`config.mk`:
```
export PLATFORM = sky130hd
export DESIGN_NAME = commit_cu
export DESIGN_NICKNAME = d
export VERILOG_FILES = /design/src/rtl/csr_pkg.sv /design/src/rtl/expipe_pkg.sv /design/src/rtl/len5_pkg.sv /design/src/rtl/commit_cu.sv
export SDC_FILE = /design/constraint.sdc
export NUM_CORES = 1
export LEC_CHECK = 0
export BUFFER_PORTS_ARGS = -buffer_cell sky130_fd_sc_hd__buf_2
export CAP_MARGIN = 20
export CELL_PAD_IN_SITES_DETAIL_PLACEMENT = 1
export CELL_PAD_IN_SITES_GLOBAL_PLACEMENT = 1
export CORE_ASPECT_RATIO = 1.25
export CORE_MARGIN = 8
export CORE_UTILIZATION = 31
export CTS_CLUSTER_SIZE = 40
export DETAILED_ROUTE_END_ITERATION = 10
export GPL_TIMING_DRIVEN = 0
export PLACE_DENSITY_LB_ADDON = 0.1
export SLEW_MARGIN = 25
export SYNTH_ARGS = -nofsm -noshare
export SYNTH_HDL_FRONTEND = slang
export SYNTH_SLANG_ARGS = --single-unit
```
`constraint.sdc`:
```
create_clock -name clk_i -period 2.58 [get_ports clk_i]
set_clock_uncertainty 0.1 [all_clocks]
set_input_delay 0.387 -clock clk_i [delete_from_list [all_inputs] [get_ports clk_i]]
set_output_delay 0.387 -clock clk_i [all_outputs]
set_load 0.02 [all_outputs]
```
`src/rtl/csr_pkg.sv`:
```
// CSR operation codes and trap cause encodings used by the commit stage.
package csr_pkg;

   typedef enum logic [2:0] {
      CsrOpNone,
      CsrOpCsrrw,
      CsrOpCsrrs,
      CsrOpCsrrc,
      CsrOpFflags
   } csr_op_t;

   // Bit 5 flags an interrupt; bits 4:0 carry the mcause code.
   typedef logic [5:0] except_code_t;

   localparam except_code_t ExcIllegalInstr = 6'd2;
   localparam except_code_t ExcBreakpoint   = 6'd3;
   localparam except_code_t ExcEcallM       = 6'd11;
   localparam except_code_t IrqCauseMExt    = {1'b1, 5'd11};

endpackage

```
`src/rtl/expipe_pkg.sv`:
```
// Execution-pipeline types: commit classification and commit FSM states.
package expipe_pkg;

   typedef enum logic [3:0] {
      CommNone,
      CommIntRf,
      CommLoad,
      CommFpRf,
      CommLoadFp,
      CommIntRfFp,
      CommStore,
      CommBranch,
      CommJump,
      CommCsr,
      CommEcall,
      CommEbreak,
      CommExcept,
      CommMret,
      CommFence,
      CommWfi
   } comm_type_t;

   typedef enum logic [2:0] {
      StReset,
      StIdle,
      StMisFlush,
      StExcept,
      StMret,
      StFenceWait,
      StWfi
   } commit_state_t;

endpackage

```
`src/rtl/len5_pkg.sv`:
```
// Global LEN5 core parameters shared across pipeline stages.
package len5_pkg;

   localparam int unsigned XLEN = 32;

endpackage

```
`src/rtl/commit_cu.sv`:
```
// Commit control unit: retires the ROB head and serialises flushes, traps, MRET, FENCE and WFI.
// Define LEN5_FP_EN to enable FP_RF, LOAD_FP and INT_RF_FP commits (otherwise they trap).
module commit_cu
   import csr_pkg::*;
   import expipe_pkg::*;
#(
   parameter int unsigned XLEN = len5_pkg::XLEN
) (
   input  logic            clk_i,
   input  logic            rst_n_i,
   input  logic            valid_i,
   output logic            ready_o,
   input  comm_type_t      comm_type_i,
   input  csr_op_t         csr_op_i,
   input  logic [XLEN-1:0] instr_pc_i,
   input  logic [XLEN-1:0] res_pc_i,
   input  logic            mispredict_i,
   input  except_code_t    except_code_i,
   output logic            int_rf_valid_o,
   output logic            fp_rf_valid_o,
   output logic            sb_valid_o,
   input  logic            sb_ready_i,
   input  logic            sb_empty_i,
   output logic            csr_valid_o,
   output csr_op_t         csr_op_o,
   output logic            csr_except_o,
   output except_code_t    csr_except_code_o,
   output logic [XLEN-1:0] csr_except_pc_o,
   output logic            csr_mret_o,
   input  logic [XLEN-1:0] mtvec_i,
   input  logic [XLEN-1:0] mepc_i,
   input  logic            irq_i,
   output logic            flush_o,
   output logic            fe_redirect_o,
   output logic [XLEN-1:0] fe_pc_o,
   output logic            instret_o
);

   commit_state_t   state_q, state_d;
   logic [XLEN-1:0] pc_q, pc_d, pc_plus4;
   except_code_t    cause_q, cause_d;

   always_ff @(posedge clk_i) begin
      if (!rst_n_i) begin
         state_q <= StReset;
         pc_q    <= '0;
         cause_q <= '0;
      end else begin
         state_q <= state_d;
         pc_q    <= pc_d;
         cause_q <= cause_d;
      end
   end

   always_comb begin
      state_d           = state_q;
      pc_d              = pc_q;
      cause_d           = cause_q;
      ready_o           = 1'b0;
      int_rf_valid_o    = 1'b0;
      fp_rf_valid_o     = 1'b0;
      sb_valid_o        = 1'b0;
      csr_valid_o       = 1'b0;
      csr_op_o          = CsrOpNone;
      csr_except_o      = 1'b0;
      csr_except_code_o = '0;
      csr_except_pc_o   = '0;
      csr_mret_o        = 1'b0;
      flush_o           = 1'b0;
      fe_redirect_o     = 1'b0;
      fe_pc_o           = '0;
      pc_plus4          = instr_pc_i + XLEN'(4);

      unique case (state_q)
         StReset: state_d = StIdle;
         StIdle: begin
            // A pending interrupt wins over the head, even a store mid-handshake.
            if (irq_i) begin
               state_d = StExcept;
               cause_d = IrqCauseMExt;
               pc_d    = instr_pc_i;
            end else if (valid_i) begin
               unique case (comm_type_i)
                  CommIntRf, CommLoad: begin
                     int_rf_valid_o = 1'b1;
                     ready_o        = 1'b1;
                  end
                  CommStore: begin
                     sb_valid_o = 1'b1;
                     ready_o    = sb_ready_i;
                  end
                  CommBranch, CommJump: begin
                     int_rf_valid_o = (comm_type_i == CommJump);
                     ready_o        = 1'b1;
                     if (mispredict_i) begin
                        pc_d    = res_pc_i;
                        state_d = StMisFlush;
                     end
                  end
                  CommCsr: begin
                     csr_valid_o    = 1'b1;
                     csr_op_o       = csr_op_i;
                     int_rf_valid_o = 1'b1;
                     ready_o        = 1'b1;
                     pc_d           = pc_plus4;
                     state_d        = StMisFlush;
                  end
                  CommEcall, CommEbreak, CommExcept: begin
                     state_d = StExcept;
                     pc_d    = instr_pc_i;
                     cause_d = (comm_type_i == CommEcall)  ? ExcEcallM :
                               (comm_type_i == CommEbreak) ? ExcBreakpoint : except_code_i;
                  end
                  CommMret: begin
                     ready_o = 1'b1;
                     state_d = StMret;
                  end
                  CommFence: state_d = StFenceWait;
                  CommWfi: begin
                     ready_o = 1'b1;
                     pc_d    = pc_plus4;
                     state_d = StWfi;
                  end
`ifdef LEN5_FP_EN
                  CommFpRf: begin
                     fp_rf_valid_o = 1'b1;
                     csr_valid_o   = 1'b1;
                     csr_op_o      = csr_op_i;
                     ready_o       = 1'b1;
                  end
                  CommLoadFp: begin
                     fp_rf_valid_o = 1'b1;
                     ready_o       = 1'b1;
                  end
                  CommIntRfFp: begin
                     int_rf_valid_o = 1'b1;
                     csr_valid_o    = 1'b1;
                     csr_op_o       = csr_op_i;
                     ready_o        = 1'b1;
                  end
`else
                  CommFpRf, CommLoadFp, CommIntRfFp: begin
                     state_d = StExcept;
                     pc_d    = instr_pc_i;
                     cause_d = ExcIllegalInstr;
                  end
`endif
                  default: ;
               endcase
            end
         end
         StMisFlush: begin
            flush_o       = 1'b1;
            fe_redirect_o = 1'b1;
            fe_pc_o       = pc_q;
            state_d       = StIdle;
         end
         StExcept: begin
            csr_except_o      = 1'b1;
            csr_except_code_o = cause_q;
            csr_except_pc_o   = pc_q;
            flush_o           = 1'b1;
            fe_redirect_o     = 1'b1;
            fe_pc_o           = mtvec_i;
            state_d           = StIdle;
         end
         StMret: begin
            csr_mret_o    = 1'b1;
            flush_o       = 1'b1;
            fe_redirect_o = 1'b1;
            fe_pc_o       = mepc_i;
            state_d       = StIdle;
         end
         StFenceWait: begin
            if (sb_empty_i) begin
               ready_o = 1'b1;
               pc_d    = pc_plus4;
               state_d = StMisFlush;
            end
         end
         StWfi: begin
            if (irq_i) begin
               state_d = StExcept;
               cause_d = IrqCauseMExt;
            end
         end
         default: state_d = StReset;
      endcase

      instret_o = valid_i & ready_o;
   end

endmodule

```
==> reports/qor.yml, run 1 <==
yosys_warnings: 0
clkSinkCount: 41
power_density_nw_per_um2: 391
yosysUniqueCellTypes: 67
die_w_um: 121
fp.dieH_um: 147
tns_ns: -0.0221
place_congestion: 0.968
grt_antenna_before_repair: 0
syn_nets: 777
hpwlAfterDp_mm: 19.1
avgSynthCellArea_um2: 6.81
slew_viol_final: 0
cp.depth: 7
slew_headroom: 0.480
vias_per_cell: 5.72
cts-buffers-inserted: 5
port_buffers: 224
netlist.top_cell.by_area: "dfxtp_1"
synthTopCellsByCount: "nand2_1, o21ai_0, and3_1, a21oi_1, dfxtp_1"
core_um2: 13600
finalHoldViolations: 0
n_fill_cell: 1857
grt-ovfl-total: 0
drc: 0
whs_path_depth: 3
ff2ff_path_depth: 7
clk_latency_ns: 0.28
wire_per_inst_um: 21.8
setup_slack_ns: -0.0221
synth_area_leaders: "dfxtp_1, mux2i_1, o21ai_0"
cp_data_required_time_ns: 2.62
crit_family: "simple AND/OR/NAND/NOR gates"
synthFlopType: "dfxtp_1"
run_status: "finished, violations left"
totalWireLength_mm: 22.6
violations: "negative setup slack"
synth.cell_area_um2: 4280
crit_fanout: 7
antenna_cells: 0
async_flop_share: 0
cellLeakagePower_nw: 2.88
grt_pass1_wl_mm: 34.6
htreeDepth: 2
worst_pin_slew_ns: 0.774
ys_ff_latch: 41
drtIter0Drc: 263
synth_most_common_cell: "nand2_1"
crit_path_cell_trace: "buf_2 -> nand4_1 -> nor4_1 -> nand4bb_1 -> and3_1 -> o32ai_1 -> o22ai_1"
cts_tree: "yes"
criticalPathCategory: "in -> reg"
crit_path_end_kind: "flip-flop"
ir_drop_v: 0.000308
synth_top_area_share: 0.192
grt_max_degree: 14
p_total_mw: 2.32
worstHoldPathType: "in -> reg"
nNetsFinal: 1010
cts-root-buf: "clkbuf_16"
cp.arrival_ns: 2.64
vias: 5930
start_kind: "primary input"
critPathBufInv: 1
ys_seq_area_frac: 0.192
synth_edf_count: 0
final_util: 0.436
cts_hold_buf: 0
dieArea_um2: 17800
placed_area_um2: 5620
io_pins: 231
max_freq_ghz: 0.384
drtPass1Iterations: 5
cp_slowest_cell: "o32ai_1"
synthCells: 628
clock_path_buffers: 2
fp-row-count: 48
antenna_left: 0
finalCriticalPeriod_ns: 2.60
drv_cap: 0
critPathMaxStageDelay_ns: 0.56
area_growth_pct: 38.8
initial_core_util: 0.314
setup_viol: 1
fin_area_um2: 5940
path_clk_slew_ns: 0.06
groute.usage.overall: 0.241
fin_crit_sh: 1.01
drive_gt1_frac: 0.327
grt_pass1_vias: 6244
==> layer usage <==
layer	share of wire	routed length [µm]	up-vias	track usage
li1	-	-	2838	-
met1	0.42	9430	2849	0.289
met2	0.50	11300	223	0.432
met3	0.070	1580	20	0.0376
met4	0.015	331	0	0.0626
met5	0	0	-	0
==> final cells by class <==
cell class | instances | area, µm² | area share
Buffer | 52 | 235 | 0.0396
Clock buffer | 5 | 125 | 0.0211
Clock inverter | 3 | 65.1 | 0.0110
Inverter | 8 | 30.0 | 0.00506
Multi-Input combinational cell | 525 | 3290 | 0.554
Sequential cell | 41 | 822 | 0.138
Tap cell | 175 | 219 | 0.0369
Timing Repair Buffer | 228 | 1150 | 0.194
==> per-stage QoR <==
step           std cells  setup slack (ns)  hold slack (ns)
2_1_floorplan        628             0.230            0.344
3_3_place_gp        1027            -0.428            0.375
3_5_place_dp        1027            -0.522            0.377
4_1_cts             1035           -0.0236            0.271
5_1_grt             1037          -0.00758            0.285
6_report            1037           -0.0221            0.277
==> worst reg2reg max path, delay by kind of cell (launching register included) <==
kind                   cells  cell delay, ns
buffers and inverters      2            0.40
and+or+nand+nor            3            0.78
DFF                        1            0.37
AOI/OAI and AO/OA          2            0.61
==> path summary, 6_finish.rpt <==
check	startpoint	slack (ns)	endpoint
setup / recovery	instr_pc_i[7]	-0.02	pc_q[29]
hold / removal	res_pc_i[14]	0.28	pc_q[14]
setup reg to reg	state_q[1]	0.19	pc_q[7]
hold reg to reg	pc_q[27]	0.39	pc_q[27]
==> cell usage in the layout (no fill, tap or decap), types with 5 or more instances in the layout <==
cell type	instances
clkbuf_1	29
clkbuf_2	7
nor4_1	9
nor2b_1	7
buf_4	6
nand3_1	30
dfxtp_1	40
a221oi_1	12
clkbuf_16	5
inv_1	7
nand4_1	11
buf_2	234
nand2b_1	7
a21oi_1	42
and3_1	45
nor2_1	32
and2_1	10
mux2i_1	35
o211a_1	6
o211ai_1	6
nand2_1	85
xnor2_1	6
o22ai_1	11
a31oi_1	9
o21ai_0	66
nor3_1	15
==> cells by family after synthesis <==
kind of cell | count (synthesis) | share of synthesized area
and+or+nand+nor | 277 | 0.335
AOI/OAI and AO/OA | 199 | 0.304
buffers and inverters | 62 | 0.0582
DFF | 41 | 0.192
muxes | 37 | 0.0871
xor gates and xnor gates | 10 | 0.0205
adders and majority gates | 1 | 0.00292
other | 1 | 0.000876
==> where the power goes <==
part / internal [mW] / switching, mW / total, mW / leakage (nW)
Clock: 0.552 / 0.250 / 0.802 / 0.0938
Sequential: 0.689 / 0.0531 / 0.742 / 0.338
Combinational: 0.300 / 0.476 / 0.776 / 2.45
==> state kept, by name, indices dropped and copies added, names as in the netlist <==
signal	flops
cause_q	6
state_q	3
pc_q	32
==> timing repair <==
| action | CTS | global route |
|---|---|---|
| gates resized for setup | 16 | 21 |
| setup endpoints to repair | 47 | 37 |
| buffers inserted | 1 | 3 |
| hold endpoints to repair | 0 | 0 |
Note: power is estimated with default switching activity, not from simulation.
==> run 2, diff against run 1 <==
--- a/config.mk
+++ b/config.mk
@@ -16,6 +16,7 @@
 export DETAILED_ROUTE_END_ITERATION = 10
 export GPL_TIMING_DRIVEN = 0
 export PLACE_DENSITY_LB_ADDON = 0.1
+export RECOVER_POWER = 100
 export SLEW_MARGIN = 25
 export SYNTH_ARGS = -nofsm -noshare
 export SYNTH_HDL_FRONTEND = slang
==> run 2 against run 1 <==
Combinational power is essentially flat. Critical path depth stayed put. The flow still finishes with violations (negative setup slack). Critical endpoint unchanged. Global-route usage stayed put. Hold slack about the same.
==> reports/qor.yml, run 2 (synthesis results as in run 1) <==
die_w_um: 121  # unchanged
place_congestion: 0.968  # unchanged
vias_per_cell: 5.72  # about the same
setup_viol: 1  # unchanged
crit_fanout: 7  # unchanged
port_buffers: 224  # unchanged
initial_core_util: 0.314  # unchanged
grt_pass1_wl_mm: 34.6  # unchanged
dp.cells: 1027  # unchanged
cts-buffers-inserted: 5  # unchanged
drtPass1Iterations: 5  # unchanged
vias: 5928  # -0.034%
hold_start: "res_pc_i[14]"
path_clk_slew_ns: 0.06  # about the same
fp.dieH_um: 147  # unchanged
cp.arrival_ns: 2.64  # about the same
htreeDepth: 2  # unchanged
totalWireLength_mm: 22.6  # about the same
dieArea_um2: 17800  # unchanged
ir_drop_v: 0.000308  # unchanged
core_um2: 13600  # unchanged
start_kind: "primary input"
run_status: "finished, violations left"
worst_pin_slew_ns: 0.774  # unchanged
worstHoldPathType: "in -> reg"
critPathBufInv: 1  # unchanged
drtIter0Drc: 262  # -0.38%
crit_path_end_kind: "flip-flop"
wire_per_inst_um: 21.8  # about the same
power_density_nw_per_um2: 391  # about the same
p_clk_frac: 0.346  # about the same
nNetsFinal: 1010  # unchanged
cts_tree: "yes"
p_total_mw: 2.32  # about the same
reg_top3: "pc_q: 32 flops, cause_q: 6 flops, state_q: 3 flops"
cp_slowest_cell: "o32ai_1"
critPathMaxStageDelay_ns: 0.56  # about the same
combPwrFrac: 0.334  # about the same
drc: 0  # unchanged
drive_gt1_frac: 0.326  # -0.00116
cellLeakagePower_nw: 2.88  # -0.15%
layout_commonest_cell: "buf_2"
post-place-ws_ns: -0.522  # unchanged
whs_path_depth: 3  # unchanged
netSwitchingPower_mw: 0.779  # about the same
tns_ns: -0.0221  # +0.00000360 ns
criticalPathCategory: "in -> reg"
final_util: 0.436  # about the same
cp_data_required_time_ns: 2.62  # about the same
crit_family: "simple AND/OR/NAND/NOR gates"
max_freq_ghz: 0.384  # about the same
swShare: 0.336  # about the same
regMostFlops: "pc_q"
fp-row-count: 48  # unchanged
final_cell_mix: "buf_2, nand2_1, o21ai_0"
clk_latency_ns: 0.28  # about the same
io_pins: 231  # unchanged
seqPwrFrac: 0.320  # about the same
grt_pass1_vias: 6244  # unchanged
violations: "negative setup slack"
r2r-start: "state_q[1]"
hpwlAfterDp_mm: 19.1  # unchanged
crit_path_cell_trace: "buf_2 -> nand4_1 -> nor4_1 -> nand4bb_1 -> and3_1 -> o32ai_1 -> o22ai_1"
finalHoldViolations: 0  # unchanged
internal_power_mw: 1.54  # about the same
cts-root-buf: "clkbuf_16"
finalCriticalPeriod_ns: 2.60  # -0.00000360 ns
worst-r2r-setup-slack_ns: 0.19  # about the same
clock_path_buffers: 2  # unchanged
hold-path-endpoint: "pc_q[14]"
grt_max_degree: 14  # unchanged
stdcell_count: 1037  # unchanged
antenna_cells: 0  # unchanged
n_fill_cell: 1857  # unchanged
setup_slack_ns: -0.0221  # +0.00000360 ns
drv_cap: 0  # unchanged
groute.usage.overall: 0.241  # unchanged
slew_headroom: 0.480  # unchanged
grt-ovfl-total: 0  # unchanged
fin_crit_sh: 1.01  # about the same
slew_viol_final: 0  # unchanged
r2r_end: "pc_q[7]"
grt_antenna_before_repair: 0  # unchanged
ff2ff_path_depth: 7  # unchanged
antenna_left: 0  # unchanged
area_growth_pct: 38.8  # about the same
largest_reg_flops: 32  # unchanged
clkSinkCount: 41  # unchanged
run 2: power by group through the flow:
stage | logic [mW] | clock network, mW | registers [mW]
5_1_grt | 0.846 | 0.836 | 0.749
3_3_place_gp | 0.737 | 0 | 0.753
2_1_floorplan | 0.436 | 0 | 0.728
3_5_place_dp | 0.755 | 0 | 0.756
6_report | 0.776 | 0.802 | 0.742
4_1_cts | 0.764 | 0.813 | 0.742
run 2: stage by stage:
stage          hold slack, ns  instance area, µm²
2_1_floorplan           0.344                4280
3_3_place_gp            0.375                5620
3_5_place_dp            0.377                5620
4_1_cts                 0.271                5860
5_1_grt                 0.285                5940
6_report                0.277                5940
run 2: worst reg2reg max path, cell delays in order (launching register included):
cell,delay (ns)
dfxtp_2,0.37
and3b_2,0.43
nor2_2,0.14
and3_1,0.21
buf_2,0.19
buf_2,0.21
a221oi_1,0.48
a21oi_1,0.13
run 2: layout make-up:
class / count / area (µm²) / area share
Clock inverter: 3 / 65.1 / 0.0110
Clock buffer: 5 / 125 / 0.0211
Timing Repair Buffer: 228 / 1150 / 0.194
Multi-Input combinational cell: 525 / 3290 / 0.554
Inverter: 8 / 30.0 / 0.00506
Sequential cell: 41 / 822 / 0.138
Tap cell: 175 / 219 / 0.0369
Buffer: 52 / 235 / 0.0396
run 2: per-layer routing:
metal	track usage	vias to the layer above	routed length (µm)
li1	-	2838	-
met1	0.289	2847	9430
met2	0.432	223	11300
met3	0.0376	20	1580
met4	0.0626	0	331
met5	0	-	0
run 2: worst max path at each step:
stage / end / depth (start not counted) / startpoint
4_1_cts: pc_q[10] / 8 / irq_i
5_1_grt: fe_pc_o[14] / 6 / state_q[2]
3_3_place_gp: fe_pc_o[21] / 6 / state_q[2]
3_5_place_dp: fe_pc_o[22] / 6 / state_q[2]
2_1_floorplan: csr_op_o[0] / 5 / comm_type_i[0]
6_report: pc_q[29] / 7 / instr_pc_i[7]
run 2: repair_timing:
| item | 4_1_cts | 5_1_grt |
|---|---|---|
| cloned | 0 | 0 |
| endpoints found under the setup margin | 47 | 37 |
| resized for setup | 16 | 21 |
| hold buffers | 0 | 0 |
| buffers inserted | 1 | 3 |
==> run 3, diff against run 2 <==
--- a/config.mk
+++ b/config.mk
@@ -10,8 +10,7 @@
 export CELL_PAD_IN_SITES_DETAIL_PLACEMENT = 1
 export CELL_PAD_IN_SITES_GLOBAL_PLACEMENT = 1
 export CORE_ASPECT_RATIO = 1.25
-export CORE_MARGIN = 8
-export CORE_UTILIZATION = 31
+export CORE_UTILIZATION = 33
 export CTS_CLUSTER_SIZE = 40
 export DETAILED_ROUTE_END_ITERATION = 10
 export GPL_TIMING_DRIVEN = 0
==> constraint.sdc (replaced) <==
create_clock -name clk_i -period 3.31 [get_ports clk_i]
set_clock_uncertainty 0.1 [all_clocks]
set_input_delay 0.4965 -clock clk_i [delete_from_list [all_inputs] [get_ports clk_i]]
set_output_delay 0.4965 -clock clk_i [all_outputs]
set_load 0.02 [all_outputs]
==> run 3 against run 2 <==
The run now ends clean. Final area is 4.4% lower. Via count grew 0.40%. Clock-buffer cell count rose by 1. Global-route usage is 7.2 points higher. Utilization up 1.3 points. Routed wire length is 3.3% lower. Sequential share of layout area grew 0.62 points. Sequential cell count stayed put. Die area shrank 25%. Final cell count shrank 0.77%. Largest cell class unchanged.
==> reports/qor.yml, run 3 (synthesis results as in run 1) <==
path_clk_slew_ns: 0.06  # about the same
grt_pass1_vias: 5858  # -6.2%
grt_antenna_before_repair: 1  # +1
crit_path_cell_trace: "clkbuf_1 -> nor3b_2 -> clkbuf_1 -> nand2_1 -> o21ai_0 -> clkbuf_2"
max_freq_ghz: 0.318
place_congestion: 0.981  # +1.4%
core_um2: 12700  # -7.1%
finalHoldViolations: 0  # unchanged
tns_ns: 0  # +0.0221 ns
cts-root-buf: "clkbuf_16"
drtPass1Iterations: 5  # unchanged
drv_cap: 0  # unchanged
cts_tree: "yes"
slew_viol_final: 0  # unchanged
io_pins: 231  # unchanged
setup_slack_ns: 0.163  # +0.186 ns
crit_fanout: 10  # +3
dieArea_um2: 13400  # -25%
regMostFlops: "pc_q"
totalWireLength_mm: 21.9  # -3.3%
grtUsageMet3: 0.0418  # +0.00412
cp_slowest_cell: "nor3b_2"
fin_crit_sh: 0.951
fp.dieH_um: 129  # -12%
use_met2: 0.537  # +0.105
post-place-ws_ns: 0.185  # +0.706 ns
antenna_left: 0  # unchanged
hpwlAfterDp_mm: 18.1  # -5.2%
hold_slack_ns: 0.379  # +0.102 ns
crit_path_end_kind: "primary output"
cellLeakagePower_nw: 2.47  # -14%
fp-row-count: 46  # -4.2%
run_status: "complete, no violations"
start_kind: "flip-flop"
setup_viol: 0  # -1
drive_gt1_frac: 0.213  # -0.113
vias_per_cell: 5.78  # +1.2%
largest_reg_flops: 32  # unchanged
clk_latency_ns: 0.28  # about the same
ir_drop_v: 0.000180  # -42%
htreeDepth: 2  # unchanged
final_util: 0.448  # +0.0126
use_met1: 0.392  # +0.104
initial_core_util: 0.338  # +0.0241
criticalPathCategory: "reg -> out"
groute.usage.overall: 0.313  # +0.0715
wire_per_inst_um: 21.2  # -2.6%
area_growth_pct: 32.6
busiest_layer: "met2"
drtIter0Drc: 360  # +37%
cp.depth: 6  # -1
die_w_um: 104  # -14%
crit_family: "buffers and inverters"
rsz0062_at_grt: "false"
clock_path_buffers: 2  # unchanged
power_density_nw_per_um2: 295  # -25%
worst_pin_slew_ns: 1.22  # +0.446 ns
vias: 5952  # +0.40%
ff2ff_path_depth: 7  # unchanged
clkSinkCount: 41  # unchanged
whs_path_depth: 3  # unchanged
cts-buffers-inserted: 5  # unchanged
final_cell_mix: "buf_2, clkbuf_1, nand2_1"
cts_setup_buffers: 0  # -1
port_buffers: 224  # unchanged
critPathBufInv: 3  # +2
grt-ovfl-total: 0  # unchanged
grt_pass1_wl_mm: 32.7  # -5.5%
layout_commonest_cell: "buf_2"
cp.arrival_ns: 2.55  # -0.09 ns
drc: 0  # unchanged
slew_headroom: 0.179  # -0.301
finalCriticalPeriod_ns: 3.15
reg_top3: "pc_q: 32 flops, cause_q: 6 flops, state_q: 3 flops"
cp_data_required_time_ns: 2.71  # +0.09 ns
critPathMaxStageDelay_ns: 0.54  # -0.02 ns
crit_top_cell: "clkbuf_1"
n_fill_cell: 1806  # -2.7%
grt_max_degree: 14  # unchanged
worstHoldPathType: "in -> reg"
nNetsFinal: 1008  # -0.20%
==> run 3: power by group <==
group          leakage (nW)  internal [mW]  switching (mW)
Clock                0.0768          0.300           0.200
Combinational          2.06          0.223           0.375
Sequential            0.337          0.537          0.0389
==> run 3: area by class of cell <==
class                   instances  area [µm²]  area share
clock buffers                   6         139      0.0245
plain buffers                  54         215      0.0379
clock inverters                 2        13.8     0.00243
inverters                       8        30.0     0.00529
diodes                          1        2.50    0.000441
well taps                     168         210      0.0370
multi-input cells             525        3210       0.565
repair buffers                224        1040       0.183
flip-flops and latches         41         821       0.145
==> run 3: worst paths after layout <==
kind | to | startpoint | slack, ns
min | cause_q[1] | except_code_i[1] | 0.38
min reg2reg | pc_q[26] | pc_q[26] | 0.38
max reg2reg | pc_q[7] | state_q[1] | 0.27
max | fe_pc_o[14] | state_q[2] | 0.16
==> run 3: through the flow <==
step / cells / power (mW) / area, µm²
floorplan: 628 / 0.907 / 4280
global route: 1029 / 1.75 / 5670
CTS: 1028 / 1.68 / 5770
detailed placement: 1020 / 1.18 / 5610
finish: 1029 / 1.67 / 5670
global placement: 1020 / 1.16 / 5610
==> run 3: tightest hold or removal path, delay by kind of cell <==
family | cells | cell delay, ns
buf+inv | 2 | 0.15
compound gates | 1 | 0.07
==> run 3: what timing repair did <==
action	in CTS	in global routing
gates resized for setup	1	0
setup endpoints to repair	11	0
hold buffers	0	0
==> run 3: layer usage <==
| metal | up-vias | wire length, µm | part of all wire |
|---|---|---|---|
| li1 | 2827 | - | - |
| met1 | 2839 | 9580 | 0.44 |
| met2 | 246 | 10300 | 0.47 |
| met3 | 40 | 1140 | 0.052 |
| met4 | 0 | 834 | 0.038 |
| met5 | - | 0 | 0 |
